### src/rtl/idelay_eye_cal.sv
// Multi-lane input-delay eye-centring controller: sweeps each lane's taps in turn,
// scores every point, and loads the centre of the longest contiguous passing window.
module idelay_eye_cal #(
    parameter int NUM_CH     = 4,
    parameter int TAP_W      = 9,
    parameter int TAP_MAX    = 511,
    parameter int TAP_STEP   = 8,
    parameter int SAMPLE_CNT = 256,
    parameter int SETTLE_IGN = 2,
    parameter int TIMEOUT    = 4096
) (
    input  logic                    clk,
    input  logic                    rst_n,
    input  logic                    start,
    input  logic [NUM_CH-1:0]       dly_done,
    input  logic [NUM_CH-1:0]       sample_valid,
    input  logic [NUM_CH-1:0]       sample_ok,
    output logic [NUM_CH*TAP_W-1:0] tap_out,
    output logic                    busy,
    output logic                    cal_done,
    output logic [NUM_CH-1:0]       ch_fail
);

    localparam int CH_W  = (NUM_CH > 1) ? $clog2(NUM_CH) : 1;
    localparam int RUN_W = $clog2(TAP_MAX / TAP_STEP + 2);
    localparam int ST_W  = (SETTLE_IGN > 0) ? $clog2(SETTLE_IGN + 1) : 1;
    localparam int TMO_W = $clog2(TIMEOUT + 1);
    localparam int SMP_W = $clog2(SAMPLE_CNT + 1);
    localparam int CW    = TAP_W + 8;
    localparam logic [CH_W-1:0] LAST_CH = CH_W'(NUM_CH - 1);

    typedef enum logic [3:0] {
        S_IDLE, S_SET_TAP, S_WAIT_RDY, S_SAMPLE, S_EVAL,
        S_LOAD_CENTER, S_WAIT_CENTER, S_NEXT_CH, S_DONE
    } state_t;

    state_t            state, state_nxt;
    logic [CH_W-1:0]   ch;
    logic [TAP_W-1:0]  tap, run_start, best_start;
    logic [RUN_W-1:0]  run_len, best_len;
    logic [ST_W-1:0]   settle_cnt;
    logic [TMO_W-1:0]  tmo_cnt;
    logic [SMP_W-1:0]  smp_cnt;
    logic              err_flag;

    logic              wait_st, settled, lane_rdy, tmo_hit, smp_vld, smp_last;
    logic              sweep_end, best_none;
    logic [TAP_W:0]    tap_sum;
    logic [RUN_W-1:0]  run_len_inc;
    logic [TAP_W-1:0]  centre;

    logic              accept, arm_wait, settle_dec, tmo_inc, smp_clr, lane_fail, tap_zero;

    always_comb begin
        wait_st     = (state == S_WAIT_RDY) || (state == S_WAIT_CENTER);
        settled     = (settle_cnt == '0);
        lane_rdy    = dly_done[ch];
        tmo_hit     = (tmo_cnt == TMO_W'(TIMEOUT - 1));
        smp_vld     = sample_valid[ch];
        smp_last    = smp_vld && (smp_cnt == SMP_W'(SAMPLE_CNT - 1));
        tap_sum     = {1'b0, tap} + (TAP_W+1)'(TAP_STEP);
        sweep_end   = tap_sum > (TAP_W+1)'(TAP_MAX);
        best_none   = (best_len == '0);
        run_len_inc = run_len + RUN_W'(1);
        // Half-width of the window added to its first tap; widened so the product cannot wrap.
        centre      = TAP_W'(CW'(best_start) +
                             (((CW'(best_len) - CW'(1)) * CW'(TAP_STEP)) >> 1));
    end

    always_ff @(posedge clk or negedge rst_n) begin
        if (!rst_n) state <= S_IDLE;
        else        state <= state_nxt;
    end

    always_comb begin
        state_nxt = state;
        case (state)
            S_IDLE:        if (start) state_nxt = S_SET_TAP;
            S_SET_TAP:     state_nxt = S_WAIT_RDY;
            S_WAIT_RDY: begin
                if (settled) begin
                    if (lane_rdy)     state_nxt = S_SAMPLE;
                    else if (tmo_hit) state_nxt = S_NEXT_CH;
                end
            end
            S_SAMPLE:      if (smp_last) state_nxt = S_EVAL;
            S_EVAL:        state_nxt = sweep_end ? S_LOAD_CENTER : S_SET_TAP;
            S_LOAD_CENTER: state_nxt = best_none ? S_NEXT_CH : S_WAIT_CENTER;
            S_WAIT_CENTER: if (settled && (lane_rdy || tmo_hit)) state_nxt = S_NEXT_CH;
            S_NEXT_CH:     state_nxt = (ch == LAST_CH) ? S_DONE : S_SET_TAP;
            S_DONE:        state_nxt = S_IDLE;
            default:       state_nxt = S_IDLE;
        endcase
    end

    always_comb begin
        accept     = (state == S_IDLE) && start;
        arm_wait   = (state == S_SET_TAP) || ((state == S_LOAD_CENTER) && !best_none);
        settle_dec = wait_st && !settled;
        tmo_inc    = wait_st && settled && !lane_rdy && !tmo_hit;
        smp_clr    = (state == S_WAIT_RDY) && settled && lane_rdy;
        lane_fail  = (wait_st && settled && !lane_rdy && tmo_hit) ||
                     ((state == S_LOAD_CENTER) && best_none);
        // A lane that timed out on its centre tap keeps that centre value.
        tap_zero   = lane_fail && (state != S_WAIT_CENTER);
    end

    always_ff @(posedge clk or negedge rst_n) begin
        if (!rst_n) begin
            tap_out    <= '0;
            busy       <= 1'b0;
            cal_done   <= 1'b0;
            ch_fail    <= '0;
            ch         <= '0;
            tap        <= '0;
            run_start  <= '0;
            run_len    <= '0;
            best_start <= '0;
            best_len   <= '0;
            settle_cnt <= '0;
            tmo_cnt    <= '0;
            smp_cnt    <= '0;
            err_flag   <= 1'b0;
        end else begin
            if (accept) begin
                busy     <= 1'b1;
                cal_done <= 1'b0;
                ch_fail  <= '0;
                ch       <= '0;
                tap      <= '0;
            end
            if (arm_wait) begin
                settle_cnt <= ST_W'(SETTLE_IGN);
                tmo_cnt    <= '0;
            end
            if (settle_dec) settle_cnt <= settle_cnt - ST_W'(1);
            if (tmo_inc)    tmo_cnt    <= tmo_cnt + TMO_W'(1);

            if (state == S_SET_TAP)
                tap_out[ch*TAP_W +: TAP_W] <= tap;
            if ((state == S_LOAD_CENTER) && !best_none)
                tap_out[ch*TAP_W +: TAP_W] <= centre;
            if (tap_zero)
                tap_out[ch*TAP_W +: TAP_W] <= '0;
            if (lane_fail)
                ch_fail[ch] <= 1'b1;

            if (smp_clr) begin
                smp_cnt  <= '0;
                err_flag <= 1'b0;
            end
            if ((state == S_SAMPLE) && smp_vld) begin
                smp_cnt <= smp_cnt + SMP_W'(1);
                if (!sample_ok[ch]) err_flag <= 1'b1;
            end

            if (state == S_EVAL) begin
                if (!err_flag) begin
                    if (run_len == '0) run_start <= tap;
                    run_len <= run_len_inc;
                    // Strictly greater, so the lowest of equal windows is retained.
                    if (run_len_inc > best_len) begin
                        best_len   <= run_len_inc;
                        best_start <= (run_len == '0) ? tap : run_start;
                    end
                end else begin
                    run_len <= '0;
                end
                if (!sweep_end) tap <= tap_sum[TAP_W-1:0];
            end

            if (state == S_NEXT_CH) begin
                run_start  <= '0;
                run_len    <= '0;
                best_start <= '0;
                best_len   <= '0;
                tap        <= '0;
                if (ch != LAST_CH) ch <= ch + CH_W'(1);
            end

            if (state == S_DONE) begin
                busy     <= 1'b0;
                cal_done <= 1'b1;
            end
        end
    end

endmodule

### config.mk
export PLATFORM = sky130hd
export DESIGN_NAME = idelay_eye_cal
export DESIGN_NICKNAME = d
export VERILOG_FILES = /design/src/rtl/idelay_eye_cal.sv
export SDC_FILE = /design/constraint.sdc
export NUM_CORES = 1
export LEC_CHECK = 0
export CAP_MARGIN = 0
export CORE_ASPECT_RATIO = 0.7
export CORE_UTILIZATION = 65
export CTS_BUF_LIST = sky130_fd_sc_hd__clkbuf_2 sky130_fd_sc_hd__clkbuf_4 sky130_fd_sc_hd__clkbuf_8
export CTS_CLUSTER_DIAMETER = 120
export DETAILED_ROUTE_END_ITERATION = 16
export PLACE_DENSITY = 0.88
export SETUP_SLACK_MARGIN = 0.3
export SLEW_MARGIN = 20
export SYNTH_ARGS = -nofsm -noshare
export SYNTH_HDL_FRONTEND = slang
export SYNTH_SLANG_ARGS = --single-unit
### constraint.sdc
create_clock -name clk -period 4.2 [get_ports clk]
set_input_delay 0.63 -clock clk [delete_from_list [all_inputs] [get_ports clk]]
set_output_delay 0.63 -clock clk [all_outputs]
set_load 0.01 [all_outputs]
* Word level (Yosys, flattened, before mapping)
Index checks and enable logic that the tools add are counted.
Storage, ports and cells: flip-flop bits (word level) 114, bits of input ports 15, output and inout bits 42, logic and storage cells 150
Operators by class: add/subtract/negate cells 9, multipliers 1, order comparisons 4, equal/unequal tests 19, shift-type cells 4, muxes and demuxes 61, bitwise gates (word level) 1, reductions and logical operators 36
Operators with widths (number):
- $mux 9 | 14
- $bwmux 36 | 3
- $mux 36 | 3
- $shiftx 9x34->36 | 2
- $mux 7 | 7
- $mux 4 | 9
- $shift 9x34->36 const A | 1
- $shiftx 9x34->36 const A | 1
- $neg 6->34 | 1
- $pmux 4 s8 | 1
- $mux 13 | 2
- $eq 4x3->1 const B | 4
- $logic_and 1x1->1 | 15
- $logic_not 7->1 | 2
- $add 13x1->13 const B | 1
- $eq 13x12->1 const B | 1
- $mux 1 | 12
- $reduce_bool 2->1 | 6
- $add 9x4->10 const B | 1
- $gt 10x9->1 const B | 1
- $mux 2 | 5
- $add 9x1->9 const B | 1
- $add 9x9->9 | 1
- $eq 9x8->1 const B | 1
- other kinds (27) | 40

* Longest topological paths before layout
Gate-level depths: netlist of run 1.
depth after elaboration 9, gate-level depth with buffers 11

* Worst setup path after synthesis of run 1
No wires, ideal clock.
path kind reg2reg, from register run_len[0], to register best_len[5], library setup time 0.132 ns, data arrival time 2.504 ns, path slack 1.564 ns, cell stages (with the launch flop) 12, buffers on the path 1, period minus slack after synthesis 2.636 ns, path through dfrtp_1 -> ha_1 -> nand3_1 -> xnor2_1 -> ha_1 -> o21a_1 -> nor2_1 -> or4_4 -> a31oi_4 -> buf_6 -> mux2i_1 -> nor2_1
Between the ends: longest elaborated chain between the ends 5, elaborated cells on any way between the ends 8, those cells by class add/sub: 1; order compare: 1; mux: 4; reduce/logical: 2
Ends and longest elaborated chain:
- start: declaration | RTL line 40 | logic [RUN_W-1:0] run_len, best_len;
- start signal: assignment | RTL line 160 | run_len <= run_len_inc;
- $add 7x1->7 * | RTL line 64 | run_len_inc = run_len + RUN_W'(1);
- branches (longest 4 deep; another with $gt 7x7->1)
- end signal: assignment | RTL line 163 | best_len <= run_len_inc;
- end: declaration | RTL line 40
Mark *: on every way between the ends. The select of a mux whose other input is x is not followed. A chain may end at the register's enable or synchronous reset.

* Worst setup path after layout of run 1
from register run_len[0], to register best_len[6]
Same word-level chain as after synthesis.

==> flow_metrics.py, run 1 <==
metrics = {
    "status": {
        "outcome": "finished clean",
    },
    "cts": {
        "numCtsBuffers": 17,
        "tritoncts": "done",
        "ctsResizeCount": 0,
        "clock_sinks": 114,
        "clk_latency_ps": 450,
        "cts.path.max_buffers": 2,
        "cts_setup_buffers": 0,
        "root_buffer": "clkbuf_8",
        "hold_buffers": 0,
        "path_clk_slew_ps": 70,
        "h-tree-depth": 4,
    },
    "routing": {
        "wirelength_um": 18210,
        "drt_iter0_drc": 930,
        "drc": 0,
        "wl_per_cell_um": 20.95,
        "drtAntennaViolNets": 0,
        "vias": 5886,
        "routed_via_density": 6.773,
        "drt_pass1_iterations": 8,
    },
    "setup_path": {
        "cp.buffers_inverters": 1,
        "r2r_slack_ps": 920,
        "cp-end-kind": "flip-flop",
        "cp_cell_sequence": "ha_1 -> nand3_1 -> xnor2_1 -> ha_1 -> nand4_1 -> nor2_1 -> or4_4 -> a31oi_4 -> buf_4 -> mux2i_1 -> nor2_1",
        "r2r_start": "run_len[0]",
        "r2r_cells": 11,
        "path_delay_family": "simple AND/OR/NAND/NOR gates",
        "regToRegEndpoint": "best_len[6]",
        "required_ps": 4530,
        "cp_data_arrival_time_ps": 3610,
        "crit_path_max_incr_delay_ps": 440,
        "startpoint_type": "flip-flop",
        "critPathMaxFanout": 14,
        "crit_type": "flip-flop to flip-flop",
        "cp_slowest_cell": "dfrtp_1",
    },
    "cells_and_area": {
        "regArea_um2": 2853,
        "num_antenna_cells": 0,
        "final_cell_mix": "dfrtp_1, nor2_1, nand2_1",
        "nFillCells": 652,
        "drive_gt1_frac": 0.08502,
        "final_nets": 775,
        "mostFrequentLayoutCell": "dfrtp_1",
        "area_growth_pct": 14.91,
        "multiInputGateArea_um2": 3368,
    },
    "timing": {
        "hold_ws_ps": 253.3,
        "fin_setup_tns_ps": 0,
        "hold_viol": 0,
        "fmax_mhz": 304.9,
        "setup_viol": 0,
        "post-route-period-util": 0.7810,
        "layout_min_cycle_time_ps": 3280,
        "rsz0062_at_grt": "no",
        "finalClockSkew_ps": 11.25,
        "drv_slew": 0,
        "tightest_slew_ps": 1141,
        "slew_headroom": 0.2334,
    },
    "logic_synthesis": {
        "yosysTopAreaCellShare": 0.4380,
        "synth-async-reset-ratio": 1.000,
        "synth.distinct_cells": 64,
        "synth_area_leaders": "dfrtp_1, ha_1, nor2_1",
        "synth_edf_count": 0,
        "synth-main-ff-cell": "dfrtp_1",
        "syn_area_um2": 6512,
        "synth_nets": 733,
        "synthCells": 687,
        "ys.warnings.count": 0,
        "ys_ff_latch": 114,
        "seq_area_frac_synth": 0.4380,
        "syn_avg_cell_area_um2": 9.480,
        "synth_area_leader_cell": "dfrtp_1",
    },
    "die": {
        "dieWidth_um": 121.6,
        "num_rows": 30,
        "io_pins": 57,
        "start_util": 0.6699,
        "die_area_um2": 10430,
        "die_y_um": 85.75,
        "core_area_um2": 9722,
    },
    "placed_design": {
        "place_congestion": 0.8922,
        "dp_hpwl_um": 12330,
        "port_buffers": 56,
    },
    "power_and_ir_drop": {
        "p_leak_uw": 0.003404,
        "max-vdd-ir-drop_uv": 698.9,
        "power_density_nw_per_um2": 762.4,
    },
    "global_route": {
        "grt_pass1_vias": 5736,
        "grt_max_degree": 62,
        "grt-ovfl-total": 0,
        "grt_pass1_wl_um": 28920,
        "grt_usage": 0.3674,
        "antenna_found_initial": 0,
    },
    "run": {
        "maxCapViolations": 0,
    },
    "worst_hold_path": {
        "hp-class": "primary input to async pin",
    },
}
cell type report:
| type | instances | share of cell area |
|---|---|---|
| Clock inverter | 10 | 0.01806 |
| Sequential cell | 114 | 0.3812 |
| Clock buffer | 21 | 0.03611 |
| Inverter | 23 | 0.01154 |
| Multi-Input combinational cell | 510 | 0.4501 |
| Tap cell | 128 | 0.02140 |
| Timing Repair Buffer | 63 | 0.08159 |
sequential cells by signal, summed over array words and instances (netlist names):
register    count
run_len         7
best_len        7
ch              2
ch_fail         4
run_start       9
cal_done        1
err_flag        1
tap_out        36
state           4
busy            1
best_start      9
tap             9
tmo_cnt        13
smp_cnt         9
settle_cnt      2
metrics by stage:
step,total power [uW],util,area (um2),setup slack [ps],instances
6_report,5706,0.7698,7483,919.7,869
5_1_grt,5970,0.7698,7483,799.2,869
4_1_cts,5603,0.7698,7483,969.9,869
3_5_place_dp,4492,0.7281,7078,969.3,838
3_3_place_gp,4369,0.7281,7078,1070,838
2_1_floorplan,3501,-,6513,1564,687
synth_stat cells, drive strengths merged, types with 3 or more instances:
master	count
dfrtp	114
nor2	88
nand2	58
a21oi	43
o21ai	41
nand3	36
ha	30
mux2i	28
clkbuf	23
inv	23
and3	18
buf	17
and2	15
nand4	14
xnor2	14
a211oi	13
a22o	12
a22oi	10
a31oi	10
nor3	9
a222oi	8
xor2	5
a32o	4
nor2b	4
a2bb2oi	3
a32oi	3
mux4	3
nand2b	3
nand3b	3
nor4b	3
o21a	3
or3	3
cells by family (layout without fill, tap and decap cells):
logic type                 count (synthesis)  after routing  share of synthesized area
and+or+nand+nor                          262            262                     0.1958
AOI/OAI and AO/OA                        166            166                     0.1789
DFF                                      114            114                     0.4380
buffers and inverters                     63            117                    0.04476
muxes                                     32             32                    0.05514
adders and majority gates                 31             31                    0.06071
xor gates and xnor gates                  19             19                    0.02671
report_power, final:
group          switching [uW]  internal [uW]  leakage, uW  total, uW
Combinational            1690           1160      0.00169       2850
Sequential                373           1410      0.00152       1780
Clock                     461            614     0.000198       1080
Total                    2520           3180      0.00340       5710
metal layers:
metal	up-vias	global-route usage	share of wire
li1	2548	-	-
met1	2821	0.4932	0.40
met2	421	0.5496	0.44
met3	96	0.1124	0.11
met4	0	0.1672	0.042
met5	-	0	0
how the worst max path moves through the flow:
stage | startpoint | end | slack (ps) | depth (start not counted)
2_1_floorplan | run_len[0] | best_len[5] | 1560 | 11
4_1_cts | run_len[0] | best_len[6] | 970 | 11
5_1_grt | run_len[2] | best_len[0] | 800 | 11
6_report | run_len[0] | best_len[6] | 920 | 11
3_3_place_gp | dly_done[2] | tmo_cnt[11] | 1070 | 7
3_5_place_dp | run_len[0] | best_len[6] | 970 | 11
No activity file was read; power rests on OpenSTA's default activity.
==> run 2, diff against run 1 <==
- CORE_UTILIZATION: 65 -> 54
- PLACE_DENSITY: 0.88 -> 0.78
- clock period: 4.2 -> 3 ns (I/O delays scaled with it)
==> flow_metrics.py, run 2 (same netlist as run 1, synthesis figures left out) <==
metrics = {
    "setup_path": {
        "required_ps": 3310,
        "path_depth": 12,
        "worst_path_most_repeated_cell": "nor2_1",
        "r2r_slack_ps": 150,
        "crit_type": "flip-flop to flip-flop",
        "critPathMaxFanout": 5,
        "r2r_cells": 12,
        "cp_data_arrival_time_ps": 3150,
        "startpoint_type": "flip-flop",
        "regToRegEndpoint": "best_len[1]",
        "path_delay_family": "simple AND/OR/NAND/NOR gates",
        "cp.buffers_inverters": 2,
        "crit_path_max_incr_delay_ps": 490,
        "cp-end-kind": "flip-flop",
        "cp_slowest_cell": "or4_4",
        "r2r_start": "run_len[1]",
        "cp_cell_sequence": "ha_4 -> nand3_1 -> xnor2_2 -> ha_1 -> nand4_1 -> nor2_1 -> or4_4 -> a31oi_4 -> buf_6 -> buf_12 -> mux2i_1 -> nor2_1",
    },
    "cts": {
        "root_buffer": "clkbuf_8",
        "cts.path.max_buffers": 2,
        "clock_sinks": 114,
        "tritoncts": "done",
        "clk_latency_ps": 430,
        "numCtsBuffers": 17,
        "h-tree-depth": 4,
        "path_clk_slew_ps": 80,
    },
    "global_route": {
        "grt-ovfl-total": 0,
        "grt_pass1_wl_um": 28900,
        "grt_pass1_vias": 5749,
        "grt_usage": 0.2990,
        "antenna_found_initial": 0,
        "grt_max_degree": 50,
    },
    "cells_and_area": {
        "multiInputGateArea_um2": 3465,
        "final_cell_mix": "dfrtp_1, nor2_1, nand2_1",
        "largest-register": "tap_out",
        "regArea_um2": 2855,
        "final_cell_area_um2": 7981,
        "num_antenna_cells": 0,
        "drive_gt1_frac": 0.1504,
        "nFillCells": 882,
        "largest_reg_flops": 36,
        "final_nets": 811,
        "mostFrequentLayoutCell": "dfrtp_1",
        "stdcell_count": 935,
        "top_regs": "tap_out x36, tmo_cnt x13",
        "area_growth_pct": 22.56,
    },
    "timing": {
        "tightest_slew_ps": 807.6,
        "hold_ws_ps": 26.28,
        "finalClockSkew_ps": 14.69,
        "layout_setup_ws_ps": 155.0,
        "rsz0062_at_grt": "yes",
        "layout_min_cycle_time_ps": 2845,
        "hold_viol": 0,
        "setup_viol": 0,
        "fin_setup_tns_ps": 0,
        "fmax_mhz": 351.5,
        "slew_headroom": 0.4575,
        "drv_slew": 0,
        "post-route-period-util": 0.9483,
    },
    "run": {
        "maxCapViolations": 0,
    },
    "placed_design": {
        "dp_hpwl_um": 12230,
        "place_congestion": 0.8967,
        "dpl_worst_slack_ps": 119.1,
        "placed_area_um2": 7282,
        "port_buffers": 56,
        "dp_cells": 886,
    },
    "routing": {
        "wl_per_cell_um": 19.57,
        "drt_pass1_iterations": 6,
        "routed_via_density": 6.270,
        "drt_iter0_drc": 653,
        "drc": 0,
        "wirelength_um": 18300,
        "vias": 5862,
        "drtAntennaViolNets": 0,
    },
    "worst_hold_path": {
        "hp-class": "primary input to async pin",
    },
    "die": {
        "dieWidth_um": 133.3,
        "core_area_um2": 11730,
        "die_y_um": 93.88,
        "die_area_um2": 12510,
        "start_util": 0.5554,
        "io_pins": 57,
        "num_rows": 33,
    },
    "power_and_ir_drop": {
        "power_density_nw_per_um2": 1070,
        "p_leak_uw": 0.003643,
        "max-vdd-ir-drop_uv": 717.0,
    },
    "status": {
        "outcome": "finished clean",
    },
}
-- run 2: layout make-up --
class / instances / area share
timing repair buffer: 99 / 0.1171
clock buffer: 20 / 0.03292
tap: 157 / 0.02461
clock inverter: 12 / 0.02273
multi-input combinational: 510 / 0.4341
inverter: 23 / 0.01082
sequential: 114 / 0.3577
-- run 2: how the worst max path moves through the flow --
stage	to	startpoint	slack, ps
floorplan	best_len[5]	run_len[0]	360
global placement	tap_out[21]	dly_done[3]	200
detailed placement	tap_out[18]	dly_done[2]	120
CTS	best_len[2]	run_len[2]	300
global route	best_len[0]	run_len[1]	80
finish	best_len[1]	run_len[1]	150
-- run 2: report_power, final --
| part | internal, uW | switching (uW) |
|---|---|---|
| Clock | 949 | 672 |
| Sequential | 1970 | 459 |
| Combinational | 1980 | 2510 |
-- run 2: what timing repair did --
item,4_1_cts,5_1_grt
setup endpoints to repair,16,24
pin swaps,0,18
hold buffers,0,0
cloned,0,1
hold endpoints to repair,0,0
gates resized for setup,2,22
buffers inserted,4,12
-- run 2: per-layer routing --
metal	track usage	part of all wire
met1	0.4009	0.43
met4	0.1297	0.028
met3	0.06149	0.088
met2	0.4718	0.45
met5	0	0
-- run 2: through the flow --
step	utilization	power, uW
2_1_floorplan	-	4901
3_3_place_gp	0.6210	6477
3_5_place_dp	0.6210	6637
4_1_cts	0.6618	8315
5_1_grt	0.6806	8990
6_report	0.6806	8539
==> run 3, diff against run 2 <==
- GPL_TIMING_DRIVEN: not set -> 0
==> flow_metrics.py, run 3 (same netlist as run 1, synthesis figures left out) <==
metrics = {
    "global_route": {
        "antenna_found_initial": 0,
        "grt-ovfl-total": 0,
        "grt_pass1_vias": 5492,
        "grt_max_degree": 71,
        "grt_usage": 0.2992,
        "grt_pass1_wl_um": 28720,
    },
    "power_and_ir_drop": {
        "max-vdd-ir-drop_uv": 604.4,
        "p_leak_uw": 0.003648,
        "power_density_nw_per_um2": 1015,
        "finalPower_uw": 8198,
    },
    "timing": {
        "slew_headroom": 0.4278,
        "hold_viol": 0,
        "layout_min_cycle_time_ps": 2665,
        "layout_setup_ws_ps": 335.4,
        "setup_viol": 0,
        "rsz0062_at_grt": "yes",
        "fmax_mhz": 375.3,
        "drv_slew": 0,
        "tightest_slew_ps": 851.8,
        "finalClockSkew_ps": 14.19,
        "post-route-period-util": 0.8882,
        "hold_ws_ps": 487.4,
    },
    "die": {
        "die_area_um2": 12510,
        "start_util": 0.5554,
        "die_y_um": 93.88,
        "io_pins": 57,
        "core_area_um2": 11730,
        "num_rows": 33,
        "dieWidth_um": 133.3,
    },
    "placed_design": {
        "port_buffers": 56,
        "place_congestion": 0.8903,
        "dp_hpwl_um": 12420,
        "dpl_worst_slack_ps": 46.01,
        "placed_area_um2": 7303,
    },
    "routing": {
        "vias": 5731,
        "drtAntennaViolNets": 0,
        "drt_pass1_iterations": 5,
        "drt_iter0_drc": 500,
        "wl_met1_um": 8232,
        "wl_met3_um": 1386,
        "drc": 0,
        "wl_per_cell_um": 18.89,
        "routed-wl-met2_um": 8054,
        "top_layer_used": "met4",
        "routed_via_density": 6.026,
        "wirelength_um": 17960,
    },
    "cts": {
        "tritoncts": "done",
        "clk_latency_ps": 430,
        "clock_sinks": 114,
        "numCtsBuffers": 17,
        "h-tree-depth": 4,
        "path_clk_slew_ps": 70,
        "cts.path.max_buffers": 2,
        "root_buffer": "clkbuf_8",
    },
    "cells_and_area": {
        "num_antenna_cells": 0,
        "area_growth_pct": 24.02,
        "largest_reg_flops": 36,
        "drive_gt1_frac": 0.1511,
        "final_cell_area_um2": 8077,
        "mostFrequentLayoutCell": "dfrtp_1",
        "largest-register": "tap_out",
        "top_regs": "tap_out x36, tmo_cnt x13",
        "final_util": 0.6888,
        "final_nets": 829,
        "final_cell_mix": "dfrtp_1, nor2_1, nand2_1",
    },
    "worst_hold_path": {
        "hp-class": "flip-flop to flip-flop",
        "hp-start": "settle_cnt[0]",
        "min_to": "settle_cnt[0]",
        "holdPathStages": 1,
    },
    "setup_path": {
        "critPathMaxFanout": 10,
        "regToRegEndpoint": "best_len[5]",
        "r2r_start": "run_len[2]",
        "cp_data_arrival_time_ps": 2960,
        "r2r_slack_ps": 340,
        "r2r_cells": 11,
        "cp-end-kind": "flip-flop",
        "startpoint_type": "flip-flop",
        "required_ps": 3290,
        "crit_type": "flip-flop to flip-flop",
    },
    "status": {
        "outcome": "finished clean",
    },
    "run": {
        "maxCapViolations": 0,
    },
}
[run 3: repair_timing]
item	in CTS	in global routing
pin swaps	0	15
endpoints found under the setup margin	51	60
resized for setup	10	32
endpoints found under the hold margin	44	0
hold buffers	1	0
setup buffers	4	15
[run 3: how the worst max path moves through the flow]
stage                     from           to  slack (ps)
floorplan           run_len[0]  best_len[5]         360
global placement         rst_n  tap_out[32]       -2740
detailed placement  run_len[0]  best_len[6]          50
CTS                 run_len[3]  best_len[4]         300
global route        run_len[2]  best_len[4]         210
finish              run_len[2]  best_len[5]         340
[run 3: power breakdown]
part           internal (uW)  leakage, uW  switching, uW
Combinational           1860      0.00194           2550
Clock                    802     0.000197            640
Sequential              1980      0.00151            372
[run 3: metrics by stage]
step,cells,TNS (ps)
2_1_floorplan,687,0
3_3_place_gp,900,-312050
3_5_place_dp,901,0
4_1_cts,936,0
5_1_grt,951,0
6_report,951,0
[run 3: layer usage]
metal | track usage | vias to the layer above
li1 | - | 2657
met1 | 0.4274 | 2813
met2 | 0.4579 | 229
met3 | 0.06526 | 32
met4 | 0.08428 | 0
met5 | 0 | -
[run 3: final cells by class]
class	count	area [um2]
well taps	157	196.4
plain buffers	40	209.0
inverters	23	86.33
clock inverters	9	107.6
flip-flops and latches	114	2860
repair buffers	77	749.5
multi-input cells	510	3585
fillers	867	3650
clock buffers	21	282.8
[run 3: critical path: stages (launching register included)]
cell and delay (ps):
dfrtp_2 390, and3_4 230, nand3_4 80, xnor2_2 230, ha_1 300, nand3_2 100, nor2_2 50, or4_4 490
a31oi_4 220, buf_6 180, mux2i_1 210, nor2_1 50
